`src/rtl/csa_pkg.sv`:
```
`default_nettype none
// ============================================================================
// Module      : csa_pkg
// Description : Shared state encoding, default slice width and a width helper
//               for the serial carry-select/skip adder controller.
// Revision    : 1.0 - initial release
// ============================================================================
package csa_pkg;

  // Controller states
  typedef enum logic [1:0] {
    IDLE = 2'd0,
    RUN  = 2'd1,
    DONE = 2'd2
  } state_e;

  // Default width of the shared adder slice
  localparam int SLICE_DEF = 4;

  // Ceiling log2; returns 0 for values <= 1
  function automatic int clog2(input int value);
    int r;
    r = 0;
    for (int v = value - 1; v > 0; v = v >>> 1) begin
      r = r + 1;
    end
    return r;
  endfunction

endpackage : csa_pkg
`default_nettype wire

```
`src/rtl/csa_slice.sv`:
```
`default_nettype none
// ============================================================================
// Module      : csa_slice
// Description : SLICE-bit ripple adder with group propagate and carry-skip
//               mux. Purely combinational; shared across all slices of an
//               operation by the controller.
// Revision    : 1.0 - initial release
// ============================================================================
module csa_slice #(
  parameter int SLICE = 4
) (
  input  logic [SLICE-1:0] a_i,
  input  logic [SLICE-1:0] b_i,
  input  logic             cin_i,
  output logic [SLICE-1:0] sum_o,
  output logic             carry_o,
  output logic             grp_p_o
);

  logic [SLICE-1:0] prop_w;
  logic [SLICE:0]   carry_w;

  // Ripple chain, group propagate and skip selection of the outgoing carry
  always_comb begin
    prop_w     = a_i ^ b_i;
    carry_w    = '0;
    carry_w[0] = cin_i;
    for (int i = 0; i < SLICE; i++) begin
      carry_w[i+1] = (a_i[i] & b_i[i]) | (prop_w[i] & carry_w[i]);
    end
    sum_o   = prop_w ^ carry_w[SLICE-1:0];
    grp_p_o = &prop_w;
    // When every bit propagates, the incoming carry bypasses the ripple chain
    carry_o = grp_p_o ? cin_i : carry_w[SLICE];
  end

endmodule : csa_slice
`default_nettype wire

```
`src/rtl/csa_serial_ctrl.sv`:
```
`default_nettype none
// ============================================================================
// Module      : csa_serial_ctrl
// Description : Multi-cycle WIDTH-bit adder that walks one shared SLICE-bit
//               carry-select/skip slice from LSB to MSB, with valid/ready
//               handshakes on both sides and a count of skipped slices.
// Revision    : 1.0 - initial release
// ============================================================================
module csa_serial_ctrl
  import csa_pkg::*;
#(
  parameter int WIDTH = 16,
  parameter int SLICE = SLICE_DEF
) (
  input  logic                              clk,
  input  logic                              rst,
  input  logic                              flush_i,
  input  logic                              in_valid_i,
  output logic                              in_ready_o,
  input  logic [WIDTH-1:0]                  a_i,
  input  logic [WIDTH-1:0]                  b_i,
  input  logic                              cin_i,
  output logic                              out_valid_o,
  input  logic                              out_ready_i,
  output logic [WIDTH-1:0]                  sum_o,
  output logic                              cout_o,
  output logic [clog2(WIDTH/SLICE+1)-1:0]   skip_cnt_o
);

  localparam int NSLICE = WIDTH / SLICE;
  localparam int IDX_W  = (clog2(NSLICE) > 0) ? clog2(NSLICE) : 1;
  localparam int CNT_W  = clog2(NSLICE + 1);
  localparam logic [IDX_W-1:0] LAST_IDX = IDX_W'(NSLICE - 1);

  // Refuse to build a controller whose width is not whole slices
  if ((WIDTH % SLICE) != 0) begin : g_width_check
    $fatal(1, "csa_serial_ctrl: WIDTH must be a multiple of SLICE");
  end

  state_e           state_q;
  logic [IDX_W-1:0] idx_q;
  logic [WIDTH-1:0] a_q;
  logic [WIDTH-1:0] b_q;
  logic             carry_q;
  logic [WIDTH-1:0] sum_q;
  logic             cout_q;
  logic [CNT_W-1:0] skip_cnt_q;
  logic             out_valid_q;

  logic [SLICE-1:0] slice_sum_d;
  logic             carry_d;
  logic             grp_p_d;

  // Single shared slice; operand slice selection happens here in the controller
  csa_slice #(
    .SLICE (SLICE)
  ) u_slice (
    .a_i     (a_q[idx_q*SLICE +: SLICE]),
    .b_i     (b_q[idx_q*SLICE +: SLICE]),
    .cin_i   (carry_q),
    .sum_o   (slice_sum_d),
    .carry_o (carry_d),
    .grp_p_o (grp_p_d)
  );

  // Controller FSM with all result outputs registered
  always_ff @(posedge clk or posedge rst) begin
    if (rst) begin
      state_q     <= IDLE;
      idx_q       <= '0;
      a_q         <= '0;
      b_q         <= '0;
      carry_q     <= 1'b0;
      sum_q       <= '0;
      cout_q      <= 1'b0;
      skip_cnt_q  <= '0;
      out_valid_q <= 1'b0;
    end else begin
      case (state_q)
        IDLE: begin
          // flush in IDLE only blocks the capture
          if (!flush_i && in_valid_i) begin
            a_q        <= a_i;
            b_q        <= b_i;
            carry_q    <= cin_i;
            sum_q      <= '0;
            skip_cnt_q <= '0;
            idx_q      <= '0;
            state_q    <= RUN;
          end
        end
        RUN: begin
          if (flush_i) begin
            sum_q       <= '0;
            cout_q      <= 1'b0;
            skip_cnt_q  <= '0;
            idx_q       <= '0;
            out_valid_q <= 1'b0;
            state_q     <= IDLE;
          end else begin
            sum_q[idx_q*SLICE +: SLICE] <= slice_sum_d;
            carry_q <= carry_d;
            if (grp_p_d) begin
              skip_cnt_q <= skip_cnt_q + CNT_W'(1);
            end
            if (idx_q == LAST_IDX) begin
              cout_q      <= carry_d;
              out_valid_q <= 1'b1;
              state_q     <= DONE;
            end else begin
              idx_q <= idx_q + IDX_W'(1);
            end
          end
        end
        DONE: begin
          if (flush_i) begin
            sum_q       <= '0;
            cout_q      <= 1'b0;
            skip_cnt_q  <= '0;
            idx_q       <= '0;
            out_valid_q <= 1'b0;
            state_q     <= IDLE;
          end else if (out_ready_i) begin
            out_valid_q <= 1'b0;
            state_q     <= IDLE;
          end
        end
        default: begin
          out_valid_q <= 1'b0;
          state_q     <= IDLE;
        end
      endcase
    end
  end

  assign in_ready_o  = (state_q == IDLE);
  assign out_valid_o = out_valid_q;
  assign sum_o       = sum_q;
  assign cout_o      = cout_q;
  assign skip_cnt_o  = skip_cnt_q;

endmodule : csa_serial_ctrl
`default_nettype wire

```
`config.mk`:
```
export PLATFORM = sky130hd
export DESIGN_NAME = csa_serial_ctrl
export DESIGN_NICKNAME = d
export VERILOG_FILES = /design/src/rtl/csa_pkg.sv /design/src/rtl/csa_slice.sv /design/src/rtl/csa_serial_ctrl.sv
export SDC_FILE = /design/constraint.sdc
export NUM_CORES = 1
export LEC_CHECK = 0
export ABC_AREA = 1
export CAP_MARGIN = 20
export CORE_ASPECT_RATIO = 1.25
export CORE_MARGIN = 3
export CORE_UTILIZATION = 25
export CTS_BUF_LIST = sky130_fd_sc_hd__clkbuf_2
export DETAILED_ROUTE_END_ITERATION = 8
export GPL_TIMING_DRIVEN = 0
export PLACE_DENSITY = 0.55
export SLEW_MARGIN = 25
export SYNTH_ARGS = -nofsm -noshare
export SYNTH_HDL_FRONTEND = slang
export SYNTH_SLANG_ARGS = --single-unit
```
`constraint.sdc`:
```
create_clock -name clk -period 3.16 [get_ports clk]
set_clock_uncertainty 0.05 [all_clocks]
set_input_delay 0.316 -clock clk [delete_from_list [all_inputs] [get_ports clk]]
set_output_delay 0.316 -clock clk [all_outputs]
set_load 0.005 [all_outputs]
```
Word-level counts from Yosys, hierarchy flattened
Index checks and enable logic that the tools add are counted.
Word-level totals
  bits in registers: 58
  output and inout bits: 22
  logic and storage cells: 90
  bits of input ports: 38
Operators by class
  add/sub/neg operators: 3
  equal/unequal tests: 10
  reductions and logical operators: 15
  shifts and indexed selects: 4
  bitwise operators: 15
  muxes and demuxes: 34
Operators by type and width (count)
  16-bit 2-to-1 mux: 3
  16-bit case mux with 3 select lines: 1
  4-bit negation with 34-bit output: 1
  4-bit by 34-bit variable shift with 16-bit output (first input constant): 1
  4-bit by 34-bit variable part select with 16-bit output: 1
  16-bit by 5-bit variable part select with 4-bit output: 2
  2-bit 2-to-1 mux: 9
  16-bit bitwise mux: 1
  3-bit AND reduction: 5
  3-bit 2-to-1 mux: 4
  3-bit != test (second input constant): 4
  2-bit case mux with 3 select lines: 2
  4-bit AND reduction: 3
  1-bit 2-to-1 mux: 10
  3-bit case mux with 3 select lines: 1
  1-bit bitwise AND: 8
  4-bit XOR: 2
  2-bit equality test (second input constant): 2
  2-bit != test (second input constant): 2
  1-bit bitwise OR: 4
  1-bit case mux with 2 select lines: 2
  2-bit nonzero test: 2
  3-bit by 1-bit adder with 3-bit output (second input constant): 1
  1-bit case mux with 3 select lines: 1
  other kinds (9): 9

Logic depth before layout (Yosys ltp)
Gate-level depths: netlist (run 1).
  depth after elaboration: 14
  gate-level depth with buffers: 14
  gate-level depth less buffers: 13

By module
Synthesis (run 1) repeated with hierarchy kept, for this count alone.
Second synthesis, totals
  cell total of the unflattened synthesis: 383
  area, all modules: 3016.6 µm²
By module, submodules not included
  csa_serial_ctrl: sequential area each 1451.4 µm², cells an instance 359, instances 1, area an instance 2822.7 µm²
  csa_slice: sequential area each 0.0 µm², cells an instance 24, instances 1, area an instance 193.9 µm²

Least setup slack after synthesis (run 1)
Ideal clock, no wire load.
  path kind: reg2reg
  from: register idx_q[0]
  to: register sum_q[7] (netlist: sum_o[7])
  buffers on the path: 1
  required time: 2993 ps
  slack: 187 ps
  clock period less this slack: 2973 ps
  cell stages (with the launch flop): 15
  arrival time: 2805 ps
  setup time: 117 ps
  cell sequence: dfrtp_1 clkinv_1 buf_2 nor2_1 o22ai_1 fa_1 inv_1 fa_1 fa_1 inv_1 fa_1 nand3_1 nor2_1 nand4_1 nand2_1
On the way
  longest elaborated chain between the ends: 13
  elaborated cells on any way between the ends: 19
  classes of those cells: add/sub (1); shift (4); mux (3); bitwise (11)
RTL lines
  start: declaration: RTL line csa_serial_ctrl.sv:41  | logic [IDX_W-1:0] idx_q;
  start signal: assignment: RTL line csa_serial_ctrl.sv:111  | idx_q <= idx_q + IDX_W'(1);
  16-bit by 5-bit variable part select with 4-bit output, on equally long branches: RTL line csa_serial_ctrl.sv:58, csa_serial_ctrl.sv:59
  4-bit XOR: RTL line csa_slice.sv:25  | prop_w = a_i ^ b_i;
  1-bit bitwise AND: RTL line csa_slice.sv:29  | carry_w[i+1] = (a_i[i] & b_i[i]) | (prop_w[i] & carry_w[i]);
  1-bit bitwise OR: RTL line csa_slice.sv:29
  1-bit bitwise AND: RTL line csa_slice.sv:29
  1-bit bitwise OR: RTL line csa_slice.sv:29
  1-bit bitwise AND: RTL line csa_slice.sv:29
  1-bit bitwise OR: RTL line csa_slice.sv:29
  4-bit XOR: RTL line csa_slice.sv:31  | sum_o = prop_w ^ carry_w[SLICE-1:0];
  4-bit by 34-bit variable part select with 16-bit output: RTL line csa_serial_ctrl.sv:101  | sum_q[idx_q*SLICE +: SLICE] <= slice_sum_d;
  16-bit bitwise mux *: RTL line csa_serial_ctrl.sv:101
  16-bit 2-to-1 mux *: RTL line csa_serial_ctrl.sv:93  | if (flush_i) begin
  16-bit case mux with 3 select lines *: RTL line csa_serial_ctrl.sv:79  | case (state_q)
  end signal: indexed assignment: RTL line csa_serial_ctrl.sv:101
  end: declaration: RTL line csa_serial_ctrl.sv:45  | logic [WIDTH-1:0] sum_q;
Every way passes the cells marked *; elsewhere a longest branch is shown, timed or not.
A chain may end at the register's enable or synchronous reset.

Worst setup path after layout (run 1)
  from: register idx_q[1]
  to: register sum_q[7] (netlist: sum_o[7])
The elaborated chain is that of the path after synthesis.

==> impl_results.md, run 1 <==
- LEAKAGE: ~2.1 nW
- Synth Register Bits: 58
- Yosys warnings: 0
- Cells after Synth: a little under 400
- Vias: between 2000 and 3000
- DR vias/cell: around 4.2
- Req. time, crit path: roughly 3.5 ns
- Total CTS buffers: 9
- Most common cell after layout, fill and taps aside: nand2_1
- Fin. max-slew vios: 0
- Register area share after synthesis: between 40% and 50%
- DRC Markers: 0
- Area delta synth->final: 31.7%
- Worst reg2reg path startpoint: idx_q[1]$_DFFE_PP0P_
- Routed length per instance: approximately 12 microns
- Crit Path Class: reg -> reg
- Largest net degree at the start of global routing: 37
- Post-route ant nets: 0
- Grt ovf: 0
- Row Count: 44
- # IOs: 60
- Initial Util: between 20 and 30%
- Core area: roughly 12000 sq um
- Mapped Nets: approximately 440
- Post-synthesis cell type count: 27
- Worst Setup SP: idx_q[1]$_DFFE_PP0P_
- Status: finished, final reports clean
- Global-route wire length before repair: between 10000 and 15000 microns
- Placer Congestion: 0.778
- Final hold vios: 0
- CTS H-Tree Depth: 3
- Layout cells sized above 1: 10.6%
- Final setup viols: 0
- Syn avg cell area: slightly below 8 sq um
- Final WS setup: about 0.11 ns
- Critical path startpoint category: register
- Worst setup EP type: register
- Most frequent cells in the layout: nand2_1, clkdlybuf4s50_1, dfrtp_1, inv_1, o21ai_0
- Post-synth top area share: about 47%
- Crit path max fanout: 11
- DRT Pass-1 Iters: 4
- Initial antenna violation count: 0
- CTS sink count: between 50 and 60
- Worst EP arrival: ~3.4 ns
- Cts hold-fix bufs: 0
- Ant diodes: 0
- Final net count: ~520
- Clk buf depth: 2
- Port Buf Inserts: 59
- Starting DRC count in detailed routing: 120
- Setup WS pre-CTS: -0.336 ns
- Top post-synthesis cells by area: dfrtp_1, nand2_1, inv_1
- Slew headroom: between 70% and 80%
- Max-cap violations: 0
- Peak supply drop: around 170 uV
- DPL Wire Length: around 5800 microns
- Later-pin clock latency in the skew report: 0.49 ns
- Die Wd: approximately 110 microns
- Die height: approximately 130 microns
- Slew @ Worst Pin: 0.420 ns
- CTS root buffer: clkbuf_2
- Clk slew on worst S/H paths: between 0.15 and 0.2 ns
- Number of global-route vias before repair: 2633
- Pwr dens: a little under 500 nW/um^2
- Final min period: between 3 and 4 ns
- Final WL: 7610 microns
- Tightest Hold Check Type: in -> async
- CTS tree: built
- Final core occ: about a third
- GR Util All Layers: a little under an eighth
- Die Area: between 10000 and 15000 sq um
- Achievable Freq: approximately 330 MHz
- RSZ-0062 raised after global routing: false
- Period Utilization, post-route: a little over nine tenths
- Synth area leader: dfrtp_1
- Post-Syn Area: 3060 sq um
==> stage by stage <==
stage               power (mW)  cell area (sq um)  std cells  TNS, ns  hold slack [ns]
finish                    1.97               4040        631        0           0.0631
floorplan                 1.34               3060        390        0            0.395
detailed placement        1.59               3880        611    -1.29            0.409
CTS                       1.96               3980        625        0           0.0384
global route              2.13               4040        631        0           0.0243
global placement          1.57               3850        610    -1.04            0.413
==> power breakdown <==
| group | switching, mW | total, mW | internal [mW] |
|---|---|---|---|
| Combinational | 0.399 | 0.695 | 0.296 |
| Clock | 0.265 | 0.359 | 0.0938 |
| Sequential | 0.0699 | 0.916 | 0.846 |
| Total | 0.734 | 1.97 | 1.24 |
==> flip-flops by register name, summed over array words and instances, names as in the netlist <==
signal and count:
state_q 2, sum_o 16, out_valid_o 1, idx_q 2, cout_o 1, skip_cnt_o 3
carry_q 1, b_q 16, a_q 16
==> critical path, cell delays in order, from the launching register on <==
cell and delay, ns:
dfrtp_1 0.44, buf_6 0.17, inv_8 0.09, o21ai_1 0.09, o22ai_2 0.21, fa_2 0.24
inv_1 0.04, fa_1 0.37, fa_1 0.40, inv_2 0.08, fa_2 0.46, nand3_1 0.13
nor2_1 0.06, nand4_1 0.07, nand2_1 0.05
==> layout make-up <==
class                   count  area, sq um
plain buffers              10         95.1
clock buffers              10         50.0
clock inverters             5         22.5
fillers                  1301         7750
inverters                  58          233
multi-input cells         263         1330
flip-flops and latches     58         1450
well taps                 161          201
repair buffers             66          656
==> repair_timing <==
action | CTS | global route
resized for setup | 10 | 8
cloned | 0 | 0
setup endpoints to repair | 8 | 3
buffers inserted | 0 | 6
pin swaps | 1 | 3
==> synthesized netlist by cell type (all sizes together) <==
| cell type | number |
|---|---|
| nand4 | 6 |
| nor3 | 3 |
| o21ai | 41 |
| inv | 56 |
| a21oi | 1 |
| clkinv | 2 |
| clkbuf | 2 |
| ha | 11 |
| o22ai | 4 |
| nand3 | 24 |
| o21bai | 1 |
| nor2 | 27 |
| nand3b | 1 |
| fa | 4 |
| nand2 | 139 |
| or2 | 1 |
| buf | 9 |
| dfrtp | 58 |
==> kinds of logic after synthesis <==
group | synth area share (%)
AOI/OAI and AO/OA | 7.92
buffers and inverters | 9.93
adders and majority gates | 7.11
DFF | 47.4
and+or+nand+nor | 27.7
==> path summary, 6_finish.rpt <==
kind,to,depth (start not counted),slack [ns]
max reg2reg,sum_o[7]$_DFFE_PP0P_,14,0.11
min reg2reg,sum_o[12]$_DFFE_PP0P_,2,0.43
min,state_q[0]$_DFFE_PP0P_,2,0.06
max in group asynchronous,a_q[6]$_DFFE_PP0P_,3,2.49
min in group clk,a_q[8]$_DFFE_PP0P_,3,0.32
max,sum_o[7]$_DFFE_PP0P_,14,0.11
==> metal layers <==
metal / vias to the layer above / share of wire, % / global-route usage (%)
met4: 0 / 1.5 / 4.40
met2: 75 / 51 / 20.3
li1: 1368 / - / -
met1: 1221 / 42 / 13.4
met3: 11 / 5.5 / 3.51
met5: - / 0 / 0
Power figures use the tool's default switching activity.
==> run 2: changes to the inputs <==
--- a/config.mk
+++ b/config.mk
@@ -12,8 +12,7 @@
 export CORE_UTILIZATION = 25
 export CTS_BUF_LIST = sky130_fd_sc_hd__clkbuf_2
 export DETAILED_ROUTE_END_ITERATION = 8
-export GPL_TIMING_DRIVEN = 0
-export PLACE_DENSITY = 0.55
+export PLACE_DENSITY = 0.48
 export SLEW_MARGIN = 25
 export SYNTH_ARGS = -nofsm -noshare
 export SYNTH_HDL_FRONTEND = slang
==> impl_results.md, run 2 (synthesis gave the netlist of run 1 again) <==
- Reg area: around 1500 sq um
- Status: finished, final reports clean
- Cts hold-fix bufs: 0
- Row Count: 44
- Final Cell Area: between 3000 and 4000 sq um
- CTS sink count: 58
- Metal2 WL: between 3000 and 4000 microns
- Dpl cell area: 3840 sq um
- Final net count: slightly above 500
- Final setup viols: 0
- Routed length per instance: ~12 microns
- Die Wd: around 110 microns
- Worst setup path end: sum_o[7]$_DFFE_PP0P_
- Die Area: ~14000 sq um
- Pwr dens: ~530 nW/um^2
- DRT Pass-1 Iters: 4
- Worst Setup SP: idx_q[0]$_DFFE_PP0P_
- Worst EP arrival: between 3 and 4 ns
- Clk slew on worst S/H paths: 0.17 ns
- Area of the multi-input gates: around 1300 sq um
- Crit Path Class: reg -> reg
- RSZ-0062 raised after global routing: false
- Crit path max fanout: 12
- Req. time, crit path: roughly 3.5 ns
- Placer Congestion: 0.832
- Later-pin clock latency in the skew report: about 0.48 ns
- Initial antenna violation count: 0
- Met3 Routed Length: 395 microns
- Most common cell after layout, fill and taps aside: nand2_1
- Post-route ant nets: 0
- Largest net degree at the start of global routing: 66
- Fin. max-slew vios: 0
- Setup TNS: 0 ns
- CTS tree: built
- DR top layer: met4
- Vias: 2585
- Final Power: 2.11 mW
- Achievable Freq: 333 MHz
- Global-route wire length before repair: around 12000 microns
- Final min period: roughly 3.0 ns
- DRC Markers: 0
- FF-to-FF path depth: 13
- Clk buf depth: 2
- Cell Count Post-Placement: slightly above 600
- Initial Util: around a quarter
- Area delta synth->final: 30.1%
- Final std cells w/o fill: roughly 620
- Period Utilization, post-route: between 90 and 100%
- Max-cap violations: 0
- Most frequent cells in the layout: nand2_1, clkdlybuf4s50_1, dfrtp_1, inv_1, o21ai_0
- DR vias/cell: ~4.1
- Worst setup EP type: register
- GR Util All Layers: 11.4%
- Worst R2R Setup Slack: around 0.16 ns
- Core area: approximately 12000 sq um
- Final WL: 7350 microns
- CTS H-Tree Depth: 3
- CTS root buffer: clkbuf_2
- Slew headroom: a little over three fifths
- Peak supply drop: approximately 190 uV
- Critical path startpoint category: register
- Met1 wire length: between 3000 and 4000 microns
- Ant diodes: 0
- Number of global-route vias before repair: ~2600
- Worst reg2reg path startpoint: idx_q[0]$_DFFE_PP0P_
- Total CTS buffers: 9
- Port Buf Inserts: between 50 and 60
- Filler cell count: between 1000 and 1500
- Grt ovf: 0
- Worst reg2reg path endpoint: sum_o[7]$_DFFE_PP0P_
- # IOs: 60
- LEAKAGE: 2.07 nW
- Slew @ Worst Pin: approximately 0.56 ns
- Die height: 130 microns
- Tightest Hold Check Type: in -> async
- Starting DRC count in detailed routing: a little over 90
- DPL Wire Length: 5800 microns
- Layout cells sized above 1: under 10%
- Final hold vios: 0
-- run 2: changes by cell type in the layout (fill, tap and decap cells not counted), moves of 2 or more --
cell and change:
buf_6 -6, bufinv_16 +2, clkinvlp_4 +2, fa_1 +2
fa_2 -2
-- run 2: routing by layer --
layer / vias to the layer above / track usage, %
met4: 0 / 3.86
met3: 10 / 3.46
li1: 1346 / -
met1: 1163 / 13.6
met2: 66 / 19.6
met5: - / 0
-- run 2: power breakdown --
group	total, mW	leakage (nW)	internal, mW	switching (mW)
logic	0.643	1.24	0.269	0.374
registers	0.929	0.752	0.846	0.0826
clock network	0.536	0.0793	0.260	0.276
-- run 2: stage by stage --
step	utilization [%]	worst slack, ns	hold slack (ns)
after detailed placement	32.6	0.140	0.413
after global routing	33.8	0.00498	0.0898
after global placement	32.6	0.228	0.413
after CTS	33.7	0.119	0.0603
final	33.8	0.158	0.104
after floorplan	-	0.187	0.395
-- run 2: worst max-delay path, cell delays in order, from the launching register on --
cell and delay [ns]:
dfrtp_2 0.48, buf_6 0.17, o21ai_0 0.09, o22ai_1 0.27
fa_1 0.22, inv_1 0.05, fa_1 0.38, fa_1 0.37
inv_1 0.08, fa_1 0.46, nand3_1 0.13, nor2_1 0.05
nand4_1 0.06, nand2_1 0.05
-- run 2: area by class of cell --
type | instances | share of cell area, %
Multi-Input combinational cell | 263 | 33.0
Sequential cell | 58 | 36.5
Clock buffer | 10 | 1.26
Inverter | 58 | 5.56
Clock inverter | 6 | 2.04
Tap cell | 161 | 5.06
Timing Repair Buffer | 68 | 16.6
-- run 2: repair_timing --
| item | in CTS | in global routing |
|---|---|---|
| resized for setup | 0 | 5 |
| setup buffers | 0 | 0 |
| setup endpoints to repair | 0 | 2 |
| hold endpoints to repair | 0 | 0 |
-- run 2: worst min path at each step --
stage	endpoint	slack, ns	depth (start not counted)
floorplan	a_q[12]$_DFFE_PP0P_	0.40	2
global placement	sum_o[12]$_DFFE_PP0P_	0.41	2
detailed placement	sum_o[14]$_DFFE_PP0P_	0.41	2
CTS	b_q[4]$_DFFE_PP0P_	0.06	2
global route	carry_q$_DFFE_PP0P_	0.09	2
finish	sum_o[0]$_DFFE_PP0P_	0.10	2
